--- config.mk ---
export PLATFORM = sky130hd
export DESIGN_NAME = cond_fork_n
export DESIGN_NICKNAME = d
export VERILOG_FILES = /design/src/rtl/cond_fork_n.sv
export SDC_FILE = /design/constraint.sdc
export NUM_CORES = 1
export LEC_CHECK = 0
export ABC_AREA = 1
export CORE_ASPECT_RATIO = 0.8
export CORE_MARGIN = 2
export CORE_UTILIZATION = 42
export CTS_BUF_LIST = sky130_fd_sc_hd__clkbuf_4 sky130_fd_sc_hd__clkbuf_8 sky130_fd_sc_hd__clkbuf_16
export CTS_CLUSTER_DIAMETER = 150
export DETAILED_ROUTE_END_ITERATION = 12
export MAX_ROUTING_LAYER = met4
export PLACE_DENSITY = 0.83
export SLEW_MARGIN = 20
export SYNTH_ARGS = -nofsm -noshare
export SYNTH_HDL_FRONTEND = slang
export SYNTH_SLANG_ARGS = --single-unit
export TNS_END_PERCENT = 100
--- constraint.sdc ---
create_clock -name clk -period 1 [get_ports clk]
set_input_delay 0.2 -clock clk [delete_from_list [all_inputs] [get_ports clk]]
set_output_delay 0.2 -clock clk [all_outputs]
set_load 0.005 [all_outputs]
--- src/rtl/cond_fork_n.sv ---
// cond_fork_n: N-way conditional fork for micropipeline control.
// One upstream drive token fans out as a single-cycle drive pulse to every
// selected channel; the returned free pulses are joined (all selected
// channels, or the first one in ANY mode) before a single free pulse is sent
// back upstream. All outputs are registered.
module cond_fork_n #(
   parameter int N         = 5,     // number of output channels (1..32)
   parameter bit FREE_MODE = 1'b0   // 0 = JOIN (all selected), 1 = ANY (first)
) (
   input  logic         clk,
   input  logic         rst,
   input  logic         i_drive,
   output logic         o_free,
   output logic [N-1:0] o_driveNext,
   input  logic [N-1:0] i_freeNext,
   input  logic [N-1:0] valid,
   output logic         o_busy,
   output logic         o_err_overrun,
   output logic         o_err_spurious,
   input  logic         i_err_clr
);

   typedef enum logic [2:0] {
      S_IDLE,
      S_ISSUE,
      S_WAIT,
      S_DONE,
      S_DRAIN
   } state_t;

   state_t         state_q, state_d;
   logic [N-1:0]   pending_q, pending_d;
   logic [N-1:0]   drive_q, drive_d;
   logic           free_q, free_d;
   logic           busy_q, busy_d;
   logic           ovr_q, ovr_d;
   logic           spr_q, spr_d;

   // Pending mask after this cycle's frees are applied.
   logic [N-1:0]   pend_clr;
   // Condition that releases the token upstream while in ISSUE/WAIT.
   logic           join_done;
   logic           ovr_ev;
   logic           spr_ev;

   // Free-return bookkeeping and error events, shared by all states.
   always_comb begin
      pend_clr = pending_q & ~i_freeNext;
      // ANY: first returned free on a selected channel; JOIN: nothing left.
      if (FREE_MODE)
         join_done = |(pending_q & i_freeNext);
      else
         join_done = (pend_clr == '0);
      // In IDLE pending is empty, so every free there is spurious too.
      spr_ev = |(i_freeNext & ~pending_q);
      // Tokens can only be accepted in IDLE; anything else is dropped.
      ovr_ev = i_drive && (state_q != S_IDLE);
   end

   // Next-state and registered-output logic.
   always_comb begin
      state_d   = state_q;
      pending_d = pending_q;
      drive_d   = '0;
      case (state_q)
         S_IDLE: begin
            if (i_drive) begin
               pending_d = valid;
               if (valid != '0) begin
                  // Drive pulse appears the cycle after the token.
                  drive_d = valid;
                  state_d = S_ISSUE;
               end else begin
                  // Nothing selected: release the token right away.
                  state_d = S_DONE;
               end
            end
         end
         S_ISSUE, S_WAIT: begin
            pending_d = pend_clr;
            state_d   = join_done ? S_DONE : S_WAIT;
         end
         S_DONE: begin
            // In JOIN mode pending is already empty here, so DRAIN is
            // only ever reached in ANY mode.
            pending_d = pend_clr;
            state_d   = (pend_clr == '0) ? S_IDLE : S_DRAIN;
         end
         S_DRAIN: begin
            // Swallow the late frees of the remaining selected channels.
            pending_d = pend_clr;
            if (pend_clr == '0)
               state_d = S_IDLE;
         end
         default: begin
            state_d   = S_IDLE;
            pending_d = '0;
         end
      endcase
      // Outputs are registered from the next state so they line up with it.
      free_d = (state_d == S_DONE);
      busy_d = (state_d != S_IDLE);
      // A new error event in the same cycle as a clear keeps the flag set.
      ovr_d  = (ovr_q & ~i_err_clr) | ovr_ev;
      spr_d  = (spr_q & ~i_err_clr) | spr_ev;
   end

   // State and output registers with asynchronous reset.
   always_ff @(posedge clk or posedge rst) begin
      if (rst) begin
         state_q   <= S_IDLE;
         pending_q <= '0;
         drive_q   <= '0;
         free_q    <= 1'b0;
         busy_q    <= 1'b0;
         ovr_q     <= 1'b0;
         spr_q     <= 1'b0;
      end else begin
         state_q   <= state_d;
         pending_q <= pending_d;
         drive_q   <= drive_d;
         free_q    <= free_d;
         busy_q    <= busy_d;
         ovr_q     <= ovr_d;
         spr_q     <= spr_d;
      end
   end

   assign o_driveNext    = drive_q;
   assign o_free         = free_q;
   assign o_busy         = busy_q;
   assign o_err_overrun  = ovr_q;
   assign o_err_spurious = spr_q;

endmodule

==> results of run 1 <==
-- stage by stage --
| stage | TNS [ps] | setup slack [ps] | util | std cells | power (mW) |
|---|---|---|---|---|---|
| after floorplan | -336 | -63.5 | - | 107 | 2.10 |
| after global routing | -2240 | -198 | 0.721 | 177 | 3.79 |
| after CTS | -1350 | -152 | 0.687 | 174 | 3.30 |
| final | -1340 | -148 | 0.721 | 177 | 3.55 |
| after detailed placement | -3790 | -342 | 0.660 | 169 | 2.75 |
| after global placement | -3510 | -308 | 0.660 | 169 | 2.68 |
-- cells in the mapped netlist --
cell / number / share of area
dfrtp_1: 17 / 0.47
o21ai_1: 6 / 0.033
o22ai_1: 1 / 0.0070
nand2_4: 2 / 0.025
inv_1: 18 / 0.075
nand3_2: 2 / 0.022
inv_2: 2 / 0.0083
nor2_4: 1 / 0.013
inv_4: 1 / 0.0070
nor3_2: 1 / 0.011
nand2_1: 26 / 0.11
a21oi_2: 6 / 0.058
o211ai_1: 1 / 0.0083
o21ai_0: 1 / 0.0056
nand3_1: 3 / 0.017
nor2_2: 6 / 0.042
nor3_1: 1 / 0.0056
nand3_4: 1 / 0.019
bufinv_8: 1 / 0.019
nor2_1: 10 / 0.042
-- where the power goes --
group / switching [mW] / internal, mW / leakage (nW)
Combinational: 1.15 / 0.904 / 0.490
Clock: 0.213 / 0.182 / 0.0184
Sequential: 0.178 / 0.926 / 0.213
-- how the worst max path moves through the flow --
stage | start | to
6_report | state_q[0] | pending_q[3]
4_1_cts | state_q[1] | pending_q[3]
3_5_place_dp | i_drive | pending_q[2]
5_1_grt | state_q[0] | pending_q[3]
2_1_floorplan | state_q[0] | pending_q[1]
3_3_place_gp | i_drive | o_busy
-- cells by family (layout without fill, tap and decap cells) --
family / count (synthesis) / after routing / share of synthesized area
AOI/OAI and AO/OA: 15 / 15 / 0.113
buffers and inverters: 22 / 68 / 0.110
DFF: 17 / 17 / 0.473
and+or+nand+nor: 53 / 53 / 0.305
-- cell type report --
class,instances,area (sq um),area share
clock buffer,4,30.0,0.0214
multi-input combinational,68,465,0.332
sequential,17,428,0.305
timing repair buffer,42,342,0.244
inverter,22,106,0.0759
tap,24,30.0,0.0214
-- worst min-delay path, stage by stage --
cell             delay [ps]
clkdlybuf4s50_1         400
inv_1                    90
buf_12                  160
-- timing repair --
item                                    in CTS  in global routing
hold buffers                                 0                  0
endpoints found under the setup margin      24                 26
setup buffers                                1                  3
pin swaps                                    7                  6
gates resized for setup                     50                 16
-- per-layer routing --
layer  share of wire  GRT usage  vias up
li1                -          -      422
met1            0.44      0.217      385
met2            0.50      0.326       32
met3           0.064     0.0710        0
met4               0     0.0537        0
met5               0          -        -
-- registers in the layout (all words and copies together) (netlist names) --
signal and count:
o_err_overrun 1, state_q 3, o_busy 1, o_err_spurious 1, o_driveNext 5, o_free 1, pending_q 5
-- cells in the final DEF (no fill, tap or decap) --
master,synthesis,layout
a21oi_2,6,6
buf_12,0,1
buf_2,0,9
buf_4,0,18
buf_6,0,1
bufinv_8,1,1
clkbuf_4,0,4
clkdlybuf4s50_1,0,13
dfrtp_1,17,15
dfrtp_2,0,2
inv_1,18,16
inv_2,2,3
inv_4,1,1
inv_8,0,1
nand2_1,26,22
nand2_2,0,4
nand2_4,2,1
nand2_8,0,1
nand3_1,3,1
nand3_2,2,2
nand3_4,1,3
nor2_1,10,5
nor2_2,6,6
nor2_4,1,6
nor3_2,1,2
o211ai_1,1,1
o21ai_1,6,6
o21ai_2,0,1
o22ai_1,1,1
==> flow_summary_export.csv, run 1 <==
group,metric,value,unit
synthesis,ys_seq_area_frac,0.473,
placed_design,place_area,1280,sq um
cts,clkLatencyLatePin,290,ps
detailed_routing,detail-route-antenna-nets,0,
floorplan,coreArea,1940,sq um
critical_path,path_cells,"nor2_4, nand2_4, inv_8, nand2_8, nor2_2, a21oi_2",
synthesis,synth-seq-cells,17,
critical_path,crit_fanout,7,
timing,rsz0062_at_grt,"yes",
detailed_routing,route.detailed.drc,0,
critical_path,critPathLaunchType,"register",
finish,nFillCells,139,
timing,worst_slew_pin_slew,203,ps
critical_path,r2r_end,"pending_q[3]",
cts,clock_path_buffers,2,
timing,drv_slew,0,
floorplan,die-area,2530,sq um
critical_path,reg2reg_depth,6,
critical_path,reg2reg_slack,-150,ps
flow_run,maxCapViolCount,0,
timing,finalCritPeriodShare,1.15,
floorplan,rows,14,
timing,fin_ws,-148,ps
detailed_routing,viasPerCell,4.74,
synthesis,synthesis.area,900,sq um
floorplan,die_x,55.7,microns
cts,cts_buffers,3,
synthesis,synth_cell_types,20,
floorplan,initial_core_util,0.463,
finish,area_delta_synth_final,55.8,%
detailed_routing,vias,839,
global_route,grt_overflow_total,0,
synthesis,synthCells,107,
critical_path,crit_family,"simple AND/OR/NAND/NOR gates",
synthesis,synth_nets,121,
run_status,status,"finished with violations",
critical_path,endpoint_kind,"register",
critical_path,cp_slowest_stage_delay,460,ps
cts,clk_pin_slew,100,ps
floorplan,die_h,45.4,microns
cts,cts.sinks,17,
finish,final_area,1400,sq um
detailed_routing,drtIter0Drc,18,
finish,final_net_count,168,
power_and_ir_drop,ir_drop,1.59,mV
critical_path,r2r_start,"state_q[0]",
placed_design,hpwl,1.58,mm
global_route,grt_usage,0.191,
worst_hold_path,hold_class,"primary input to asynchronous set/reset pin",
placed_design,gp_congestion,0.805,
critical_path,critical_path_class,"register to register",
synthesis,yosysWarnings,0,
timing,hold_violations,0,
global_route,grt_max_degree,18,
finish,antennaDiodeCount,0,
timing,setup_viol,17,
cts,cts_tree,"built",
critical_path,cp.depth,6,
detailed_routing,wl,2.15,mm
critical_path,cp_data_required_time,1190,ps
timing,min_period,1150,ps
cts,clockRootBuffer,"clkbuf_4",
cts,cts-htree-levels,1,
critical_path,arrival,1340,ps
global_route,grt_pass1_wl,3.50,mm
synthesis,synth.avg_cell_area,8.41,sq um
floorplan,io_pins,23,
critical_path,cp_slowest_cell,"dfrtp_2",
detailed_routing,wl_per_cell,12.2,microns
timing,fmaxAchievable,871,MHz
critical_path,critical_path_buf_inv_count,1,
detailed_routing,first_pass_iters,5,
run_status,violations,"negative setup slack",
power_and_ir_drop,leakagePower,0.722,nW
power_and_ir_drop,p_per_area,2530,nW/um^2
timing,clock-skew-final,6.55,ps
timing,max-slew-margin-rel,0.864,
global_route,antenna_found_initial,0,
timing,holdWs,210,ps
placed_design,port-buffer-count,22,
finish,drive_above_1_share,0.477,
global_route,grt_pass1_vias,823,
Power figures use the tool's default switching activity.
==> run 2: changes to the inputs <==
- CELL_PAD_IN_SITES_DETAIL_PLACEMENT: not set -> 0
- CELL_PAD_IN_SITES_GLOBAL_PLACEMENT: not set -> 1
- CORE_UTILIZATION: 42 -> 31
==> flow_summary_export.csv, run 2 (same netlist as run 1, synthesis figures left out) <==
group,metric,value,unit
run_status,status,"finished with violations",
run_status,violations,"negative setup slack",
global_route,grt_overflow_total,0,
finish,final_cells,185,
detailed_routing,viasPerCell,4.46,
detailed_routing,route.detailed.drc,0,
placed_design,port-buffer-count,22,
floorplan,coreArea,2770,sq um
placed_design,dpl.cell_count,181,
finish,layout_common_cells,"nand2_1 (21), inv_1 (17), dfrtp_1 (17), clkdlybuf4s50_1 (13), buf_4 (11)",
placed_design,dp_slack,-303,ps
finish,final_area,1370,sq um
cts,cts-htree-levels,1,
power_and_ir_drop,ir_drop,0.829,mV
global_route,antenna_found_initial,0,
finish,nFillCells,297,
timing,hold_violations,0,
critical_path,cp.depth,6,
detailed_routing,wl_per_cell,12.2,microns
global_route,grt_pass1_wl,3.67,mm
critical_path,crit_family,"simple AND/OR/NAND/NOR gates",
floorplan,die_h,52.2,microns
critical_path,cp-startpoint,"state_q[0]",
critical_path,critical_path_class,"register to register",
critical_path,cp_data_required_time,1190,ps
critical_path,arrival,1330,ps
finish,antennaDiodeCount,0,
timing,fmaxAchievable,875,MHz
critical_path,path_cells,"nor2_4, nand2_4, inv_8, nand2_8, nor2_2, a21oi_2",
cts,postCtsSetupBuffers,0,
timing,rsz0062_at_grt,"yes",
critical_path,endpoint_kind,"register",
timing,drv_slew,0,
floorplan,initial_core_util,0.325,
global_route,grt_max_degree,18,
flow_run,maxCapViolCount,0,
detailed_routing,first_pass_iters,4,
timing,max-slew-margin-rel,0.832,
critical_path,r2r_start,"state_q[0]",
detailed_routing,vias,826,
cts,cts_tree,"built",
critical_path,reg2reg_depth,6,
power_and_ir_drop,leakagePower,0.702,nW
timing,finalCritPeriodShare,1.14,
worst_hold_path,hold_class,"primary input to asynchronous set/reset pin",
finish,drive_above_1_share,0.429,
timing,holdWs,228,ps
placed_design,place_area,1280,sq um
floorplan,die_x,64.2,microns
critical_path,critPathLaunchType,"register",
detailed_routing,drtIter0Drc,10,
finish,final_common_cell,"nand2_1",
detailed_routing,wl,2.26,mm
cts,clk_pin_slew,100,ps
critical_path,critical_path_buf_inv_count,1,
detailed_routing,detail-route-antenna-nets,0,
power_and_ir_drop,p_per_area,2530,nW/um^2
timing,setup_viol,16,
critical_path,crit_fanout,7,
timing,clock-skew-final,1.89,ps
critical_path,cp_slowest_stage_delay,440,ps
cts,cts_buffers,3,
timing,worst_slew_pin_slew,252,ps
floorplan,rows,17,
global_route,grt_pass1_vias,802,
floorplan,io_pins,23,
placed_design,hpwl,1.68,mm
global_route,grt_usage,0.153,
floorplan,die-area,3350,sq um
placed_design,gp_congestion,0.827,
cts,clockRootBuffer,"clkbuf_4",
critical_path,cp_slowest_cell,"dfrtp_1",
finish,area_delta_synth_final,51.9,%
cts,clock_path_buffers,2,
cts,clkLatencyLatePin,290,ps
timing,fin_ws,-143,ps
timing,min_period,1140,ps
finish,final_net_count,162,
cts,cts.sinks,17,
## run 2: final timing paths
path	endpoint	slack [ps]
min	o_err_spurious	230
max reg2reg	pending_q[1]	-140
min in group clk	o_err_overrun	500
max	pending_q[1]	-140
max in group asynchronous	o_driveNext[1]	650
min reg2reg	o_err_overrun	500
## run 2: routing by layer
layer	up-vias	track usage	wire (microns)
met4	0	0.0709	24
li1	408	-	-
met5	-	-	0
met2	21	0.243	1090
met3	4	0.0280	102
met1	393	0.192	1050
## run 2: stage by stage
step | utilization | power [mW] | setup TNS [ps]
finish | 0.494 | 3.46 | -1400
global route | 0.494 | 3.74 | -2780
CTS | 0.479 | 3.25 | -1450
detailed placement | 0.465 | 2.76 | -3290
global placement | 0.465 | 2.70 | -3040
floorplan | - | 2.10 | -336
## run 2: cell type report
cell class                 count  area [sq um]  area share
timing repair buffer          36           300       0.220
sequential                    17           425       0.311
multi-input combinational     68           457       0.334
clock buffer                   4          30.0      0.0220
inverter                      22           106      0.0778
tap                           38          47.5      0.0348
## run 2: worst min-delay path, stage by stage
cell	delay, ps
clkdlybuf4s50_1	410
inv_1	100
buf_12	160
## run 2: what timing repair did
action                                  CTS  global route
resized for setup                        47            13
pin swaps                                 5             7
hold buffers                              0             0
endpoints found under the setup margin   25            25
## run 2: power breakdown
part	switching, mW	leakage (nW)	internal, mW	total (mW)
combinational	1.14	0.468	0.825	1.97
sequential	0.164	0.215	0.918	1.08
clock	0.227	0.0184	0.182	0.409
total	1.53	0.702	1.93	3.46
==> run 3: changes to the inputs <==
- HOLD_SLACK_MARGIN: not set -> 0.15
==> results of run 3 <==
Same layout as run 2: the final DEF is identical, and so are final timing and power.
